**config.mk**
```make
export PLATFORM = sky130hd
export DESIGN_NAME = jtkicker_objarb
export DESIGN_NICKNAME = d
export VERILOG_FILES = /design/src/rtl/jtkicker_pkg.sv /design/src/rtl/jtkicker_objbank.sv /design/src/rtl/jtkicker_objarb.sv
export SDC_FILE = /design/constraint.sdc
export NUM_CORES = 1
export LEC_CHECK = 0
export ABC_CLOCK_PERIOD_IN_PS = 1600
export CORE_UTILIZATION = 41
export DETAILED_ROUTE_END_ITERATION = 6
export GPL_TIMING_DRIVEN = 0
export PLACE_DENSITY_LB_ADDON = 0.1
export SETUP_SLACK_MARGIN = 0.15
export SYNTH_ARGS = -nofsm -noshare
export SYNTH_HDL_FRONTEND = slang
export SYNTH_SLANG_ARGS = --single-unit
```
**constraint.sdc**
```tcl
create_clock -name clk -period 1.6 [get_ports clk]
set_input_delay 0.4 -clock clk [delete_from_list [all_inputs] [get_ports clk]]
set_output_delay 0.4 -clock clk [all_outputs]
set_load 0.02 [all_outputs]
```
**src/rtl/jtkicker_pkg.sv**
```systemverilog
// Shared definitions for the Kicker object RAM arbiter: FSM states and data width.
package jtkicker_pkg;

    localparam int unsigned OBJ_DW = 8;

    typedef enum logic [2:0] {
        ST_IDLE,
        ST_VID,
        ST_CPU_RD,
        ST_CPU_WR,
        ST_RDWAIT
    } obj_st_e;

endpackage

```
**src/rtl/jtkicker_objbank.sv**
```systemverilog
// Object RAM bank selection: LVBL falling-edge sampling of obj_frame with the swap held off while a transfer is in flight.
// JTKICKER_OBJ_DBUF_EN enables double buffering; otherwise both sides use bank 0.
module jtkicker_objbank (
    input  logic clk,
    input  logic rstn,
    input  logic lvbl,
    input  logic obj_frame,
    input  logic busy,
    output logic cpu_bank,
    output logic vid_bank
);

`ifdef JTKICKER_OBJ_DBUF_EN
    logic lvbl_l;
    logic swap_pend;
    logic frame_l;
    logic lvbl_fall_c;
    logic swap_c;
    logic frame_c;

    // A pending swap keeps the frame captured at the edge, not the live latch value
    always_comb begin
        lvbl_fall_c = lvbl_l & ~lvbl;
        frame_c     = lvbl_fall_c ? obj_frame : frame_l;
        swap_c      = (lvbl_fall_c | swap_pend) & ~busy;
    end

    always_ff @(posedge clk or negedge rstn) begin
        if (!rstn) begin
            lvbl_l    <= 1'b0;
            swap_pend <= 1'b0;
            frame_l   <= 1'b0;
            cpu_bank  <= 1'b0;
            vid_bank  <= 1'b1;
        end else begin
            lvbl_l <= lvbl;
            if (lvbl_fall_c) frame_l <= obj_frame;
            if (swap_c) begin
                cpu_bank  <= frame_c;
                vid_bank  <= ~frame_c;
                swap_pend <= 1'b0;
            end else if (lvbl_fall_c) begin
                swap_pend <= 1'b1;
            end
        end
    end
`else
    logic unused_ok;
    assign unused_ok = ^{clk, rstn, lvbl, obj_frame, busy};
    assign cpu_bank  = 1'b0;
    assign vid_bank  = 1'b0;
`endif

endmodule

```
**src/rtl/jtkicker_objarb.sv**
```systemverilog
// Object RAM arbiter between the 6809 bus and the object line scanner, with CPU starvation limit.
// JTKICKER_OBJ_DBUF_EN selects double-buffered banks (see jtkicker_objbank).
module jtkicker_objarb
    import jtkicker_pkg::*;
#(
    parameter int unsigned AW       = 10,
    parameter int unsigned CPU_MAXW = 3
) (
    input  logic              clk,
    input  logic              rstn,
    input  logic              cpu_cen,
    input  logic              cpu_cs,
    input  logic              cpu_rnw,
    input  logic [AW-1:0]     cpu_addr,
    input  logic [OBJ_DW-1:0] cpu_wdata,
    output logic [OBJ_DW-1:0] cpu_rdata,
    output logic              cpu_wait,
    input  logic              obj_frame,
    input  logic              LVBL,
    input  logic              vid_req,
    input  logic [AW-1:0]     vid_addr,
    output logic [OBJ_DW-1:0] vid_rdata,
    output logic              vid_ok,
    output logic [AW:0]       ram_addr,
    output logic [OBJ_DW-1:0] ram_wdata,
    output logic              ram_we,
    input  logic [OBJ_DW-1:0] ram_rdata
);

    localparam int unsigned SW = (CPU_MAXW < 1) ? 1 : $clog2(CPU_MAXW + 1);

    obj_st_e           state, state_nxt;
    logic              rd_cpu, rd_cpu_nxt;
    logic [SW-1:0]     starve, starve_nxt;
    logic              req_rnw;
    logic [AW-1:0]     req_addr;
    logic [OBJ_DW-1:0] req_wdata;
    logic              latch_c;
    logic              busy_c;
    logic              cpu_bank;
    logic              vid_bank;

    logic [OBJ_DW-1:0] cpu_rdata_nxt, vid_rdata_nxt, ram_wdata_nxt;
    logic [AW:0]       ram_addr_nxt;
    logic              cpu_wait_nxt, vid_ok_nxt, ram_we_nxt;

    assign latch_c = cpu_cen & cpu_cs & ~cpu_wait;
    assign busy_c  = (state != ST_IDLE);

    jtkicker_objbank u_bank (
        .clk       (clk),
        .rstn      (rstn),
        .lvbl      (LVBL),
        .obj_frame (obj_frame),
        .busy      (busy_c),
        .cpu_bank  (cpu_bank),
        .vid_bank  (vid_bank)
    );

    // Next state and registered outputs; cpu_wait doubles as the CPU pending flag
    always_comb begin
        state_nxt     = state;
        rd_cpu_nxt    = rd_cpu;
        starve_nxt    = starve;
        cpu_rdata_nxt = cpu_rdata;
        vid_rdata_nxt = vid_rdata;
        ram_addr_nxt  = ram_addr;
        ram_wdata_nxt = ram_wdata;
        cpu_wait_nxt  = cpu_wait | latch_c;
        vid_ok_nxt    = 1'b0;
        ram_we_nxt    = 1'b0;
        case (state)
            ST_IDLE: begin
                if (cpu_wait && (!vid_req || starve == SW'(CPU_MAXW))) begin
                    ram_addr_nxt = {cpu_bank, req_addr};
                    starve_nxt   = '0;
                    if (req_rnw) begin
                        state_nxt = ST_CPU_RD;
                    end else begin
                        state_nxt     = ST_CPU_WR;
                        ram_we_nxt    = 1'b1;
                        ram_wdata_nxt = req_wdata;
                    end
                end else if (vid_req) begin
                    state_nxt    = ST_VID;
                    ram_addr_nxt = {vid_bank, vid_addr};
                    if (cpu_wait) starve_nxt = starve + SW'(1);
                end
            end
            ST_VID: begin
                state_nxt  = ST_RDWAIT;
                rd_cpu_nxt = 1'b0;
            end
            ST_CPU_RD: begin
                state_nxt  = ST_RDWAIT;
                rd_cpu_nxt = 1'b1;
            end
            ST_CPU_WR: begin
                state_nxt    = ST_IDLE;
                cpu_wait_nxt = 1'b0;
            end
            ST_RDWAIT: begin
                state_nxt = ST_IDLE;
                if (rd_cpu) begin
                    cpu_rdata_nxt = ram_rdata;
                    cpu_wait_nxt  = 1'b0;
                end else begin
                    vid_rdata_nxt = ram_rdata;
                    vid_ok_nxt    = 1'b1;
                end
            end
            default: state_nxt = ST_IDLE;
        endcase
    end

    always_ff @(posedge clk or negedge rstn) begin
        if (!rstn) begin
            state     <= ST_IDLE;
            rd_cpu    <= 1'b0;
            starve    <= '0;
            req_rnw   <= 1'b1;
            req_addr  <= '0;
            req_wdata <= '0;
            cpu_rdata <= '0;
            cpu_wait  <= 1'b0;
            vid_rdata <= '0;
            vid_ok    <= 1'b0;
            ram_addr  <= '0;
            ram_wdata <= '0;
            ram_we    <= 1'b0;
        end else begin
            state     <= state_nxt;
            rd_cpu    <= rd_cpu_nxt;
            starve    <= starve_nxt;
            cpu_rdata <= cpu_rdata_nxt;
            cpu_wait  <= cpu_wait_nxt;
            vid_rdata <= vid_rdata_nxt;
            vid_ok    <= vid_ok_nxt;
            ram_addr  <= ram_addr_nxt;
            ram_wdata <= ram_wdata_nxt;
            ram_we    <= ram_we_nxt;
            if (latch_c) begin
                req_rnw   <= cpu_rnw;
                req_addr  <= cpu_addr;
                req_wdata <= cpu_wdata;
            end
        end
    end

endmodule

```
==> results of run 1 <==
## stage by stage
step	utilization (%)	setup slack (ns)
2_1_floorplan	-	0.0944
3_3_place_gp	57.4	-2.14
3_5_place_dp	57.4	-0.324
4_1_cts	62.2	0.0644
5_1_grt	64.9	0.0725
6_report	64.9	0.128
## how the worst max path moves through the flow
stage,startpoint,to,cells past startpoint
floorplan,state[2],cpu_rdata[0],3
global placement,rstn,cpu_wait,1
detailed placement,vid_req,ram_addr[9],5
CTS,starve[0],ram_wdata[2],4
global route,state[0],ram_wdata[7],5
finish,state[0],ram_wdata[7],5
## cells by family after synthesis
logic type / after synthesis / synth area share, %
xor gates and xnor gates: 1 / 0.350
DFF: 62 / 62.0
buffers and inverters: 14 / 2.50
muxes: 44 / 19.8
adders and majority gates: 1 / 0.500
and+or+nand+nor: 16 / 5.75
AOI/OAI and AO/OA: 27 / 8.95
other: 1 / 0.150
## layout by cell type, fill, tap and decap left out, drive strengths merged
cell type / synthesis / final
a21bo: 1 / 1
a21o: 1 / 1
a21oi: 1 / 1
a2bb2oi: 10 / 10
a311oi: 1 / 1
and2: 1 / 1
and3: 1 / 1
and4: 1 / 1
buf: 6 / 20
bufinv: 0 / 1
clkbuf: 4 / 18
clkdlybuf4s15: 0 / 23
clkdlybuf4s50: 0 / 39
clkinv: 0 / 3
conb: 1 / 1
dfrtp: 61 / 61
dfstp: 1 / 1
dlygate4sd2: 0 / 9
dlymetal6s2s: 0 / 1
ha: 1 / 1
inv: 4 / 4
mux2: 44 / 44
nand2: 2 / 2
nand2b: 1 / 1
nand3: 2 / 2
nand4b: 1 / 2
nor2: 3 / 3
nor2b: 1 / 1
nor3: 1 / 1
nor4: 1 / 1
nor4b: 1 / 1
o21a: 1 / 1
o21ai: 2 / 2
o32ai: 10 / 10
xnor2: 1 / 1
## cells in the mapped netlist (all sizes together), types with 2 or more instances
| cell | n |
|---|---|
| dfrtp | 61 |
| mux2 | 44 |
| a2bb2oi | 10 |
| o32ai | 10 |
| buf | 6 |
| clkbuf | 4 |
| inv | 4 |
| nor2 | 3 |
| nand2 | 2 |
| nand3 | 2 |
| o21ai | 2 |
## registers in the layout, indices dropped and copies added, names as in the netlist, 2 cells and up
signal	count
ram_wdata	8
state	3
req_addr	10
vid_rdata	8
ram_addr	10
req_wdata	8
cpu_rdata	8
starve	2
## routing by layer
metal  wire (microns)  global-route usage, %
met1             2550                   25.1
met2             2910                   29.8
met3              326                   5.34
met4               76                   8.75
met5                0                      0
## power by group through the flow
stage / combinational (W) / sequential (W) / clock [W]
finish: 0.00373 / 0.00279 / 0.00138
detailed placement: 0.00339 / 0.00278 / 0
global route: 0.00399 / 0.00289 / 0.00149
floorplan: 0.00148 / 0.00329 / 0
global placement: 0.00334 / 0.00277 / 0
CTS: 0.00332 / 0.00276 / 0.00142
## layout make-up
cell class                 instances  area [sq um]  share of cell area [%]
inverter                           4          15.0                   0.391
timing repair buffer              89           885                    23.0
multi-input combinational         91          1000                    26.1
clock inverter                     4          45.0                    1.17
buffer                             9          87.6                    2.28
tap                               75          93.8                    2.44
sequential                        62          1560                    40.5
clock buffer                      12           155                    4.04
## timing repair
action	in CTS	in global routing
buffers inserted	7	3
hold endpoints to repair	0	0
setup endpoints to repair	83	73
pin swaps	3	2
gates cloned	1	1
resized for setup	56	54
==> run_results.csv, run 1 <==
group,metric,value,unit
routing,drtIter0Drc,36,
synthesis,synthCells,166,
global_routing,antenna_found_initial,0,
worst_hold_path,hp-class,"in2async",
worst_setup_path,crit_slowest_cell,"dfrtp_1",
floorplanning,dieArea,6420,sq um
sta,timing.final.crit_share,92.0,%
layout,fillCellCount,481,
worst_setup_path,crit_arrival,1.68,ns
sta,tns,0,ns
worst_setup_path,reg2reg_from,"state[0]",
power,p_leak,1.71,nW
power,power_frac_comb,47.2,%
synthesis,ys_ff_latch,62,
worst_setup_path,critPathMaxStageDelay,0.38,ns
layout,layout-drive-gt1-share,38.4,%
placed_design,routabilityCongestion,0.719,
worst_setup_path,worst-setup-path-type,"reg2reg",
routing,drc_errors,0,
global_routing,grt_pass1_vias,1860,
floorplanning,io_pins,82,
placed_design,detailed_place_hpwl,3500,microns
cts,cts.path.max_buffers,2,
routing,viasPerCell,5.11,
synthesis,synth_edf_count,0,
synthesis,yosysTopAreaCell,"dfrtp_1",
layout,nets,311,
global_routing,grt-ovfl-total,0,
layout,fin_area,3840,sq um
worst_setup_path,cp-end-kind,"flop",
floorplanning,start_util,42.3,%
sta,finalHoldViolCount,0,
run,maxCapViolations,0,
sta,fmax,679,MHz
worst_setup_path,crit_chain,"buf_6 > nor3_4 > buf_12 > nand4b_4 > mux2_2",
sta,rsz0062_at_grt,"true",
synthesis,synth-async-reset-ratio,100,%
power,finalPower,0.00790,W
sta,slew_violations,0,
worst_setup_path,path_buf_inv,2,
cts,ctsRootBufferMaster,"clkbuf_8",
synthesis,yosysUniqueCellTypes,32,
routing,drt_pass1_iterations,4,
power,clkPwrFrac,17.5,%
sta,setup_viol_count_final,0,
worst_setup_path,worstPathRequired,1.80,ns
placed_design,placed_area,3400,sq um
worst_setup_path,path_delay_family,"flip-flops",
global_routing,grt_max_degree,63,
synthesis,seq_area_frac_synth,62.0,%
sta,finalCriticalPeriod,1.47,ns
floorplanning,die_w,80.1,microns
power,power.switching,0.00274,W
synthesis,avgSynthCellArea,15.1,sq um
floorplanning,num_rows,28,
sta,holdWs,0.133,ns
global_routing,grt_pass1_wl,9100,microns
sta,max_slew_margin,48.7,%
cts,path_clk_slew,0.07,ns
synthesis,netlist_top_cells_area,"dfrtp_1, mux2_2, a2bb2oi_1",
routing,drt-total-wl,5870,microns
routing,vias,1767,
placed_design,dp.cells,319,
placed_design,placement.io_buffers,78,
power,p_sw_share,34.7,%
synthesis,synth_area,2500,sq um
routing,postRouteAntennaNets,0,
synthesis,ys.flop_type,"dfrtp_1",
run_status,status,"finished, final reports clean",
synthesis,syn-num-nets,211,
cts,cts_tree,"yes",
layout,area_growth,53.4,%
routing,post_drt_wl_per_cell,17.0,microns
cts,cts_hold_buf,0,
synthesis,synth_top_area_share,61.0,%
cts,cts_buffers,9,
power,internal_power,0.00515,W
sta,clock-skew-final,0.0108,ns
layout,n_antenna_cell,0,
sta,worst_pin_slew,0.770,ns
power,ir_worst_vdd,1.11,mV
power,cellPowerDensity,2060,nW/um^2
floorplanning,fp.dieH,80.1,microns
worst_setup_path,timing.rr.end,"ram_wdata[7]",
power,pwr-share-seq,35.3,%
worst_setup_path,reg2regPathDepth,5,
worst_setup_path,r2r_slack,0.13,ns
synthesis,ys_warn_count,0,
cts,insertion_delay,0.33,ns
global_routing,grtUsageTotal,19.3,%
worst_setup_path,worstSetupStartpointType,"flop",
layout,final_cells,346,
worst_setup_path,crit_path_max_fanout,6,
cts,cts.sinks,62,
cts,cts_htree_levels,3,
floorplanning,core_area,5920,sq um
No activity file was read; power rests on OpenSTA's default activity.
==> run 2: changes to the inputs <==
==> constraint.sdc (replaced) <==
create_clock -name clk -period 1.6 [get_ports clk]
set_input_delay 0.24 -clock clk [delete_from_list [all_inputs] [get_ports clk]]
set_output_delay 0.24 -clock clk [all_outputs]
set_load 0.02 [all_outputs]
==> run_results.csv, run 2 (same netlist as run 1, synthesis figures left out) <==
group,metric,value,unit
power,p_sw_share,34.6,%
sta,rsz0062_at_grt,"true",
cts,cts.sinks,62,
cts,ctsRootBufferMaster,"clkbuf_8",
floorplanning,num_rows,28,
routing,vias,1787,
placed_design,dp_slack,-0.164,ns
cts,path_clk_slew,0.07,ns
floorplanning,io_pins,82,
sta,finalHoldViolCount,16,
placed_design,detailed_place_hpwl,3500,microns
power,power.switching,0.00275,W
floorplanning,dieArea,6420,sq um
worst_setup_path,worstSetupStartpointType,"flop",
power,clkPwrFrac,17.2,%
global_routing,grt_pass1_vias,1870,
routing,viasPerCell,5.12,
routing,drt-total-wl,5900,microns
sta,worst_pin_slew,0.780,ns
routing,drc_errors,0,
cts,insertion_delay,0.33,ns
worst_setup_path,worst-setup-path-type,"reg2reg",
layout,layout-drive-gt1-share,37.6,%
power,pwr-share-seq,35.1,%
routing,drtIter0Drc,44,
routing,postRouteAntennaNets,0,
layout,area_growth,55.4,%
sta,timing.final.crit_share,93.3,%
worst_setup_path,crit_arrival,1.70,ns
sta,fmax,670,MHz
layout,n_antenna_cell,0,
sta,holdWs,-0.0328,ns
run_status,status,"finished, violations left",
layout,top_regs,"ram_addr x10, req_addr x10",
run,maxCapViolations,0,
global_routing,grt_max_degree,63,
power,internal_power,0.00520,W
global_routing,antenna_found_initial,0,
routing,post_drt_wl_per_cell,16.9,microns
run_status,violations,"hold timing",
layout,nets,314,
cts,cts_tree,"yes",
power,ir_worst_vdd,1.13,mV
cts,cts.path.max_buffers,2,
routing,drt_pass1_iterations,4,
floorplanning,fp.dieH,80.1,microns
sta,worst_slack,0.108,ns
worst_setup_path,crit_path_max_fanout,5,
layout,final_cell_mix,"dfrtp_1, clkdlybuf4s50_1, dlygate4sd2_1",
placed_design,placement.io_buffers,78,
sta,finalCriticalPeriod,1.49,ns
floorplanning,core_area,5920,sq um
placed_design,routabilityCongestion,0.719,
power,power_frac_comb,47.7,%
power,p_leak,1.77,nW
sta,max_slew_margin,48.0,%
sta,tns,0,ns
cts,cts_htree_levels,3,
sta,setup_viol_count_final,0,
sta,clock-skew-final,0.0111,ns
worst_hold_path,hp-class,"in2async",
worst_setup_path,cp-end-kind,"flop",
power,cellPowerDensity,2040,nW/um^2
worst_setup_path,worstPathRequired,1.81,ns
floorplanning,die_w,80.1,microns
global_routing,grt-ovfl-total,0,
global_routing,grtUsageTotal,19.4,%
cts,cts_buffers,9,
global_routing,grt_pass1_wl,9160,microns
sta,slew_violations,0,
floorplanning,start_util,42.3,%
layout,layout_commonest_cell,"dfrtp_1",
run 2: final cells by class:
| type | instances | area, sq um |
|---|---|---|
| buffer | 9 | 87.6 |
| clock buffer | 12 | 155 |
| clock inverter | 4 | 45.0 |
| fill | 485 | 2030 |
| inverter | 4 | 15.0 |
| multi-input combinational | 91 | 1050 |
| sequential | 62 | 1560 |
| tap | 75 | 93.8 |
| timing repair buffer | 92 | 887 |
run 2: path summary, 6_finish.rpt:
path,from,slack [ns],depth (start not counted),to
min in group clk,req_wdata[4],0.50,1,ram_wdata[4]
setup reg to reg,state[1],0.11,5,vid_rdata[6]
hold / removal,rstn,-0.03,1,rd_cpu
setup / recovery,state[1],0.11,5,vid_rdata[6]
hold reg to reg,req_wdata[4],0.50,1,ram_wdata[4]
max in group asynchronous,rstn,1.09,1,cpu_rdata[3]
run 2: power by group through the flow:
stage	Clock [W]	Sequential, W	Combinational, W
4_1_cts	0.00142	0.00276	0.00332
2_1_floorplan	0	0.00329	0.00148
3_3_place_gp	0	0.00277	0.00334
6_report	0.00137	0.00279	0.00379
3_5_place_dp	0	0.00278	0.00339
5_1_grt	0.00149	0.00289	0.00406
run 2: worst max-delay path, stage by stage (launching register included):
cell	delay, ns
dfrtp_1	0.38
buf_6	0.14
nor4_4	0.25
buf_4	0.18
clkbuf_16	0.14
mux2_4	0.29
run 2: what timing repair did:
item,4_1_cts,5_1_grt
pin swaps,3,2
setup buffers,8,5
hold buffers,0,0
setup endpoints to repair,83,45
hold endpoints to repair,0,0
gates resized for setup,50,36
gates cloned,1,1
run 2: per-layer routing:
metal / vias to the layer above / GRT usage (%) / wire length [microns]
met1: 901 / 25.1 / 2580
li1: 822 / - / -
met4: 0 / 8.75 / 76
met5: - / 0 / 0
met2: 55 / 30.5 / 2940
met3: 9 / 5.11 / 299
run 2: through the flow:
| step | area, sq um | cells | total power [W] | util, % | hold WS, ns |
|---|---|---|---|---|---|
| 5_1_grt | 3890 | 349 | 0.00844 | 65.7 | 0.0333 |
| 4_1_cts | 3690 | 343 | 0.00750 | 62.3 | 0.00969 |
| 3_3_place_gp | 3400 | 319 | 0.00611 | 57.4 | 0.472 |
| 6_report | 3890 | 349 | 0.00795 | 65.7 | -0.0328 |
| 2_1_floorplan | 2530 | 166 | 0.00477 | - | -0.0556 |
| 3_5_place_dp | 3400 | 319 | 0.00617 | 57.4 | 0.372 |
